## src/rtl/ram_arb_pkg.sv

```systemverilog
// Shared definitions for the two-port RAM arbiter: default widths,
// read-latency limits and the sequencer state encoding.
package ram_arb_pkg;

  localparam int AW_DEF     = 4;
  localparam int DW_DEF     = 8;
  localparam int RD_LAT_DEF = 1;
  localparam int RD_LAT_MAX = 3;

  // Wide enough to hold RD_LAT_MAX-1, the largest wait count loaded.
  localparam int CNT_W      = 2;

  typedef enum logic [1:0] {
    ST_IDLE   = 2'd0,
    ST_ACCESS = 2'd1,
    ST_RDWAIT = 2'd2
  } state_t;

  // Wait count loaded on entry to RDWAIT. The final RDWAIT cycle is count 0.
  function automatic logic [CNT_W-1:0] rd_wait_init(input int rd_lat);
    return CNT_W'(rd_lat - 1);
  endfunction

endpackage

```

## src/rtl/rr_arb2.sv

```systemverilog
// Two-way round-robin pick. i_rr_ptr names the port that wins a tie;
// a lone request always wins. Output is one-hot, or zero when idle.
module rr_arb2 (
  input  logic       i_req0,
  input  logic       i_req1,
  input  logic       i_rr_ptr,
  output logic [1:0] o_sel
);

  // Resolve a tie with the priority pointer, otherwise pass the request through.
  always_comb begin
    o_sel = 2'b00;
    if (i_req0 && i_req1) begin
      o_sel = i_rr_ptr ? 2'b10 : 2'b01;
    end else begin
      o_sel = {i_req1, i_req0};
    end
  end

endmodule

```

## src/rtl/ram_arbiter_2p.sv

```systemverilog
// Round-robin arbiter and sequencer sharing one single-port RAM between
// two requesters. One access per grant: IDLE samples requests, ACCESS drives
// the RAM for exactly one cycle, RDWAIT covers the RAM read latency and
// captures the returned word into the shared rdata register.
//
// Handshake: a requester holds req (with we/addr/wdata) until it sees its
// gnt pulse; only the values present at the IDLE sampling edge are used.
// rvalid0/rvalid1 are single-cycle pulses qualifying the shared rdata, which
// holds its value until the next read capture. RD_LAT must be 1..RD_LAT_MAX.
module ram_arbiter_2p
  import ram_arb_pkg::*;
#(
  parameter int AW     = AW_DEF,
  parameter int DW     = DW_DEF,
  parameter int RD_LAT = RD_LAT_DEF
) (
  input  logic          clk,
  input  logic          rst_n,
  input  logic          req0,
  input  logic          req1,
  input  logic          we0,
  input  logic          we1,
  input  logic [AW-1:0] addr0,
  input  logic [AW-1:0] addr1,
  input  logic [DW-1:0] wdata0,
  input  logic [DW-1:0] wdata1,
  output logic          gnt0,
  output logic          gnt1,
  output logic          rvalid0,
  output logic          rvalid1,
  output logic [DW-1:0] rdata,
  output logic          busy,
  output logic          ram_we,
  output logic [AW-1:0] ram_addr,
  output logic [DW-1:0] ram_wdata,
  input  logic [DW-1:0] ram_dout,
  output logic [1:0]    dbg_state
);

  state_t           r_state;
  state_t           w_nxt_state;
  logic             r_rr_ptr;
  logic             r_sel;
  logic             r_we;
  logic [AW-1:0]    r_addr;
  logic [DW-1:0]    r_wdata;
  logic [CNT_W-1:0] r_cnt;
  logic [DW-1:0]    r_rdata;
  logic             r_rvalid0;
  logic             r_rvalid1;

  logic [1:0]       w_pick;
  logic             w_req_any;
  logic             w_rd_done;

  assign w_req_any = req0 | req1;
  assign w_rd_done = (r_state == ST_RDWAIT) && (r_cnt == '0);

  rr_arb2 u_rr_arb2 (
    .i_req0   (req0),
    .i_req1   (req1),
    .i_rr_ptr (r_rr_ptr),
    .o_sel    (w_pick)
  );

  // State register.
  always_ff @(posedge clk or negedge rst_n) begin
    if (!rst_n) begin
      r_state <= ST_IDLE;
    end else begin
      r_state <= w_nxt_state;
    end
  end

  // Next-state: one ACCESS per grant, writes return straight to IDLE.
  always_comb begin
    w_nxt_state = r_state;
    case (r_state)
      ST_IDLE:   if (w_req_any) w_nxt_state = ST_ACCESS;
      ST_ACCESS: w_nxt_state = r_we ? ST_IDLE : ST_RDWAIT;
      ST_RDWAIT: if (r_cnt == '0) w_nxt_state = ST_IDLE;
      default:   w_nxt_state = ST_IDLE;
    endcase
  end

  // Transfer registers: latch the winner's command in IDLE, advance the
  // priority pointer in ACCESS, count down the read latency in RDWAIT.
  always_ff @(posedge clk or negedge rst_n) begin
    if (!rst_n) begin
      r_rr_ptr <= 1'b0;
      r_sel    <= 1'b0;
      r_we     <= 1'b0;
      r_addr   <= '0;
      r_wdata  <= '0;
      r_cnt    <= '0;
    end else begin
      case (r_state)
        ST_IDLE: begin
          if (w_req_any) begin
            r_sel   <= w_pick[1];
            r_we    <= w_pick[1] ? we1    : we0;
            r_addr  <= w_pick[1] ? addr1  : addr0;
            r_wdata <= w_pick[1] ? wdata1 : wdata0;
          end
        end
        ST_ACCESS: begin
          r_rr_ptr <= ~r_sel;
          if (!r_we) r_cnt <= rd_wait_init(RD_LAT);
        end
        ST_RDWAIT: begin
          if (r_cnt != '0) r_cnt <= r_cnt - 1'b1;
        end
        default: ;
      endcase
    end
  end

  // Read return: capture RAM output at the end of the last RDWAIT cycle and
  // pulse rvalid for the issuing port in the following cycle.
  always_ff @(posedge clk or negedge rst_n) begin
    if (!rst_n) begin
      r_rdata   <= '0;
      r_rvalid0 <= 1'b0;
      r_rvalid1 <= 1'b0;
    end else begin
      r_rvalid0 <= 1'b0;
      r_rvalid1 <= 1'b0;
      if (w_rd_done) begin
        r_rdata   <= ram_dout;
        r_rvalid0 <= ~r_sel;
        r_rvalid1 <= r_sel;
      end
    end
  end

  // Outputs decoded from state: RAM pins are quiet outside ACCESS/RDWAIT.
  always_comb begin
    gnt0      = 1'b0;
    gnt1      = 1'b0;
    ram_we    = 1'b0;
    ram_addr  = '0;
    ram_wdata = '0;
    case (r_state)
      ST_ACCESS: begin
        gnt0      = ~r_sel;
        gnt1      = r_sel;
        ram_we    = r_we;
        ram_addr  = r_addr;
        ram_wdata = r_we ? r_wdata : '0;
      end
      ST_RDWAIT: begin
        ram_addr  = r_addr;
      end
      default: ;
    endcase
  end

  assign busy      = (r_state != ST_IDLE);
  assign rvalid0   = r_rvalid0;
  assign rvalid1   = r_rvalid1;
  assign rdata     = r_rdata;
  assign dbg_state = r_state;

endmodule

```

## config.mk

```make
export PLATFORM = sky130hd
export DESIGN_NAME = ram_arbiter_2p
export DESIGN_NICKNAME = d
export VERILOG_FILES = /design/src/rtl/ram_arb_pkg.sv /design/src/rtl/rr_arb2.sv /design/src/rtl/ram_arbiter_2p.sv
export SDC_FILE = /design/constraint.sdc
export NUM_CORES = 1
export LEC_CHECK = 0
export ABC_AREA = 0
export ABC_CLOCK_PERIOD_IN_PS = 4310
export CORE_MARGIN = 3
export CORE_UTILIZATION = 46
export CTS_BUF_LIST = sky130_fd_sc_hd__clkbuf_8
export CTS_CLUSTER_SIZE = 28
export DETAILED_ROUTE_END_ITERATION = 12
export PLACE_DENSITY = 0.87
export SYNTH_ARGS = -nofsm -noshare
export SYNTH_HDL_FRONTEND = slang
export SYNTH_HIERARCHICAL = 1
export SYNTH_SLANG_ARGS = --single-unit
```

## constraint.sdc

```tcl
create_clock -name clk -period 4.31 [get_ports clk]
set_input_delay 0.6465 -clock clk [delete_from_list [all_inputs] [get_ports clk]]
set_output_delay 0.6465 -clock clk [all_outputs]
set_load 0.1 [all_outputs]
```

==> results of run 1 <==
-- worst max-delay path: stages, from the launching register on --
cell and delay [ns]:
dfrtp_1 0.41, inv_1 0.16, ha_1 0.39, and3_1 0.22
clkdlybuf4s50_1 1.15
-- through the flow --
stage	hold WS (ns)	util [%]	cells	area [µm²]
6_report	0.476	77.4	240	2230
3_3_place_gp	0.454	74.4	233	2140
3_5_place_dp	0.463	74.4	233	2140
2_1_floorplan	0.351	-	130	1450
5_1_grt	0.511	77.4	240	2230
4_1_cts	0.476	77.4	240	2230
-- sequential cells by signal (all words and copies together), names as in the netlist --
name       flops
r_addr         4
dbg_state      2
rvalid1        1
r_we           1
r_cnt          2
r_sel          1
r_rr_ptr       1
rdata          8
rvalid0        1
r_wdata        8
-- per-layer routing --
layer	global-route usage, %	part of all wire [%]	vias up
met2	33.1	51	56
met3	7.93	8.8	2
met5	0	0	-
met4	4.97	0.54	0
li1	-	-	573
met1	20.6	40	550
-- placed cells by master, fill, tap and decap left out --
master and n:
a21boi_2 1, nand2b_1 4, inv_1 8, dfrtp_1 29, o21ai_1 1, a21o_1 2
and3_1 9, mux2_4 1, o21ai_2 1, buf_4 1, ha_1 7, mux2_2 9
o32a_4 1, and2_1 6, nor2_1 2, o21ai_0 12, mux2i_1 16, clkdlybuf4s50_1 65
inv_2 1, nand2_1 16, clkbuf_8 6
-- path summary, 6_finish.rpt --
check,endpoint,slack [ns],from,cells after the start
worst max-delay path,ram_wdata[0],1.06,dbg_state[1],4
worst min-delay path,r_addr[1],0.48,r_addr[1],2
worst max register to register,r_addr[2],2.62,r_rr_ptr,4
worst min register to register,r_addr[1],0.48,r_addr[1],2
max in group asynchronous,rdata[2],3.29,rst_n,2
min in group asynchronous,dbg_state[1],0.76,rst_n,2
-- area by class of cell --
class	instances	area [µm²]
fill	192	651
sequential	29	726
inverter	8	30.0
clock buffer	6	82.6
clock inverter	1	3.75
multi-input combinational	88	673
timing repair buffer	66	658
tap	42	52.6
==> results.sh, run 1 <==
export IMPL_status="complete, no violations"
export IMPL_dp_hpwl_um=2570
export IMPL_viasPerCell=4.92
export IMPL_synth_area_um2=1450
export IMPL_cts_resized=0
export IMPL_grt_pass1_wl_um=5780
export IMPL_die_w_um=62.2
export IMPL_clk_pin_slew_ns=0.06
export IMPL_synthCells=130
export IMPL_drtPass1Iterations=4
export IMPL_clockBufferDepth=2
export IMPL_drt_iter0_drc=30
export IMPL_fp_row_count=19
export IMPL_maxSlewViolCount=0
export IMPL_syn_avg_cell_area_um2=11.2
export IMPL_cts_root_buffer="clkbuf_8"
export IMPL_grt_pass1_vias=1259
export IMPL_min_period_ns=3.25
export IMPL_antenna_found_initial=0
export IMPL_hp_class="reg2reg"
export IMPL_coreArea_um2=2880
export IMPL_grt_max_degree=30
export IMPL_cts_setup_buffers=0
export IMPL_hold_violations=0
export IMPL_hold_buffers=0
export IMPL_setup_tns_ns=0
export IMPL_antenna_cells=0
export IMPL_end_kind="output port"
export IMPL_critPathMaxFanout=10
export IMPL_ios=66
export IMPL_maxCapViolations=0
export IMPL_fmax_mhz=307
export IMPL_start_util_pct=50.5
export IMPL_fin_skew_ns=0.00757
export IMPL_path_class="reg2out"
export IMPL_setup_viol=0
export IMPL_finalCritPeriodShare_pct=75.5
export IMPL_nets=243
export IMPL_ant_nets=0
export IMPL_drive_above_1_share_pct=10.6
export IMPL_yosysWarnings=6
export IMPL_crit_arrival_ns=2.61
export IMPL_die_h_um=62.2
export IMPL_finalWorstSetupSlack_ns=1.06
export IMPL_worstPathRequired_ns=3.66
export IMPL_die_area_um2=3870
export IMPL_drt_wl_total_um=3340
export IMPL_pre_cts_slack_ns=1.37
export IMPL_clkLatencyLatePin_ns=0.27
export IMPL_portBuffers=65
export IMPL_wl_per_cell_um=13.9
export IMPL_globalplace_congestion=0.772
export IMPL_tritoncts="built"
export IMPL_area_growth_pct=53.4
export IMPL_numCtsBuffers=5
export IMPL_numClockSinks=29
export IMPL_vias=1181
export IMPL_synth_fp_nets=175
export IMPL_grt_overflow=0
export IMPL_slew_headroom_pct=33.1
export IMPL_rsz0062_at_grt="no"
export IMPL_htreeDepth=2
export IMPL_route_detailed_drc=0
export IMPL_worstMarginPinSlew_ns=1.00
export IMPL_cp_start_kind="register"
export IMPL_grt_total_usage_pct=18.7
Power of run 1 is left out: the tool's default activity adds up to more than one toggle a clock period on the data nets, which glitch-free logic cannot reach.
==> run 2: changes to the inputs <==
Settings changed: ABC_CLOCK_PERIOD_IN_PS 4310 to 3250, CORE_UTILIZATION 46 to 43, PLACE_DENSITY 0.87 to 0.82.
Clock period 4.31 ns to 3.25 ns, I/O delays scaled along.
==> results.sh, run 2 (synthesized netlist as in run 1, its figures left out) <==
export IMPL_setup_viol=0
export IMPL_die_area_um2=4110
export IMPL_grt_overflow=0
export IMPL_critical_path_top_delay_family="buffers and inverters"
export IMPL_worstPathRequired_ns=2.76
export IMPL_drive_above_1_share_pct=20.9
export IMPL_maxCapViolations=0
export IMPL_ff2ff_setup_slack_ns=1.65
export IMPL_numClockSinks=29
export IMPL_dp_hpwl_um=2680
export IMPL_clk_pin_slew_ns=0.06
export IMPL_finalCritPeriodShare_pct=71.3
export IMPL_worst_path_largest_cell_delay_ns=1.15
export IMPL_cp_depth=1
export IMPL_drt_wl_total_um=3330
export IMPL_wl_met1_um=1310
export IMPL_antenna_found_initial=0
export IMPL_ios=66
export IMPL_area_growth_pct=52.7
export IMPL_nets=245
export IMPL_coreArea_um2=3130
export IMPL_slew_headroom_pct=34.0
export IMPL_fp_row_count=20
export IMPL_critPathMaxFanout=4
export IMPL_viasPerCell=4.77
export IMPL_die_h_um=64.1
export IMPL_dr_wl_met2_um=1810
export IMPL_start_util_pct=46.4
export IMPL_die_w_um=64.1
export IMPL_path_buf_inv=1
export IMPL_cts_root_buffer="clkbuf_8"
export IMPL_clkLatencyLatePin_ns=0.28
export IMPL_maxSlewViolCount=0
export IMPL_grt_pass1_vias=1206
export IMPL_drt_iter0_drc=17
export IMPL_min_period_ns=2.32
export IMPL_ant_nets=0
export IMPL_holdPathStages=2
export IMPL_status="complete, no violations"
export IMPL_grt_max_degree=30
export IMPL_wl_met3_um=130
export IMPL_final_common_cell="clkdlybuf4s50_1"
export IMPL_rsz0062_at_grt="no"
export IMPL_ff2ff_path_depth=5
export IMPL_globalplace_congestion=0.759
export IMPL_tritoncts="built"
export IMPL_numCtsBuffers=5
export IMPL_hold_buffers=0
export IMPL_route_detailed_drc=0
export IMPL_hp_class="reg2reg"
export IMPL_fin_skew_ns=0.00554
export IMPL_crit_arrival_ns=1.83
export IMPL_cp_slowest_cell="clkdlybuf4s50_1"
export IMPL_wl_per_cell_um=13.6
export IMPL_vias=1169
export IMPL_antenna_cells=0
export IMPL_final_cell_mix="clkdlybuf4s50_1 (48), dfrtp_1 (29), buf_4 (20)"
export IMPL_fmax_mhz=432
export IMPL_top_layer_used="met4"
export IMPL_clockBufferDepth=2
export IMPL_htreeDepth=2
export IMPL_crit_chain="clkdlybuf4s50_1"
export IMPL_grt_pass1_wl_um=5600
export IMPL_portBuffers=65
export IMPL_setup_tns_ns=0
export IMPL_cp_start_kind="register"
export IMPL_grt_total_usage_pct=18.0
export IMPL_path_class="reg2out"
export IMPL_worstMarginPinSlew_ns=0.987
export IMPL_drtPass1Iterations=4
export IMPL_cts_setup_buffers=0
export IMPL_cts_resized=0
export IMPL_end_kind="output port"
export IMPL_hold_violations=0
[run 2: cell count changes in the layout (fill, tap and decap cells not counted)]
cell	before	now
inv_1	8	7
buf_4	1	20
clkdlybuf4s50_1	65	48
clkbuf_8	6	7
clkinv_2	0	1
[run 2: worst register-to-register path: cells and delay by family, from the launching register on]
kind / cells / cell delay [ns]
adder cells (fa/ha/maj): 1 / 0.19
AO/OA/AOI/OAI: 1 / 0.39
buffers and inverters: 2 / 0.20
flip-flops: 1 / 0.41
multiplexers: 1 / 0.29
[run 2: worst paths after layout]
path,end,startpoint
worst max-delay path,dbg_state[1],dbg_state[1]
worst min-delay path,r_wdata[6],r_wdata[6]
worst max register to register,dbg_state[0],dbg_state[1]
worst min register to register,r_wdata[6],r_wdata[6]
max in group asynchronous,r_wdata[6],rst_n
min in group asynchronous,r_we,rst_n
[run 2: cell type report]
class | instances | area, µm²
Inverter | 8 | 30.0
Fill cell | 249 | 912
Clock buffer | 7 | 96.3
Tap cell | 44 | 55.1
Multi-Input combinational cell | 88 | 673
Timing Repair Buffer | 68 | 631
Clock inverter | 1 | 5.00
Sequential cell | 29 | 726
[run 2: per-stage QoR]
stage	area, µm²	hold slack, ns	utilization, %	setup slack [ns]	std cells
after CTS	2220	0.481	70.8	0.929	245
after floorplan	1450	0.192	-	0.164	130
final	2220	0.479	70.8	0.934	245
after detailed placement	2110	0.468	67.6	1.24	237
after global routing	2220	0.508	70.8	0.917	245
after global placement	2110	0.454	67.6	1.26	237
[run 2: layer usage]
layer	vias up	GRT usage, %
li1	578	-
met1	555	19.7
met2	30	32.0
met3	6	4.22
met4	0	9.50
met5	-	0
Power of run 2 is left out for the same reason.
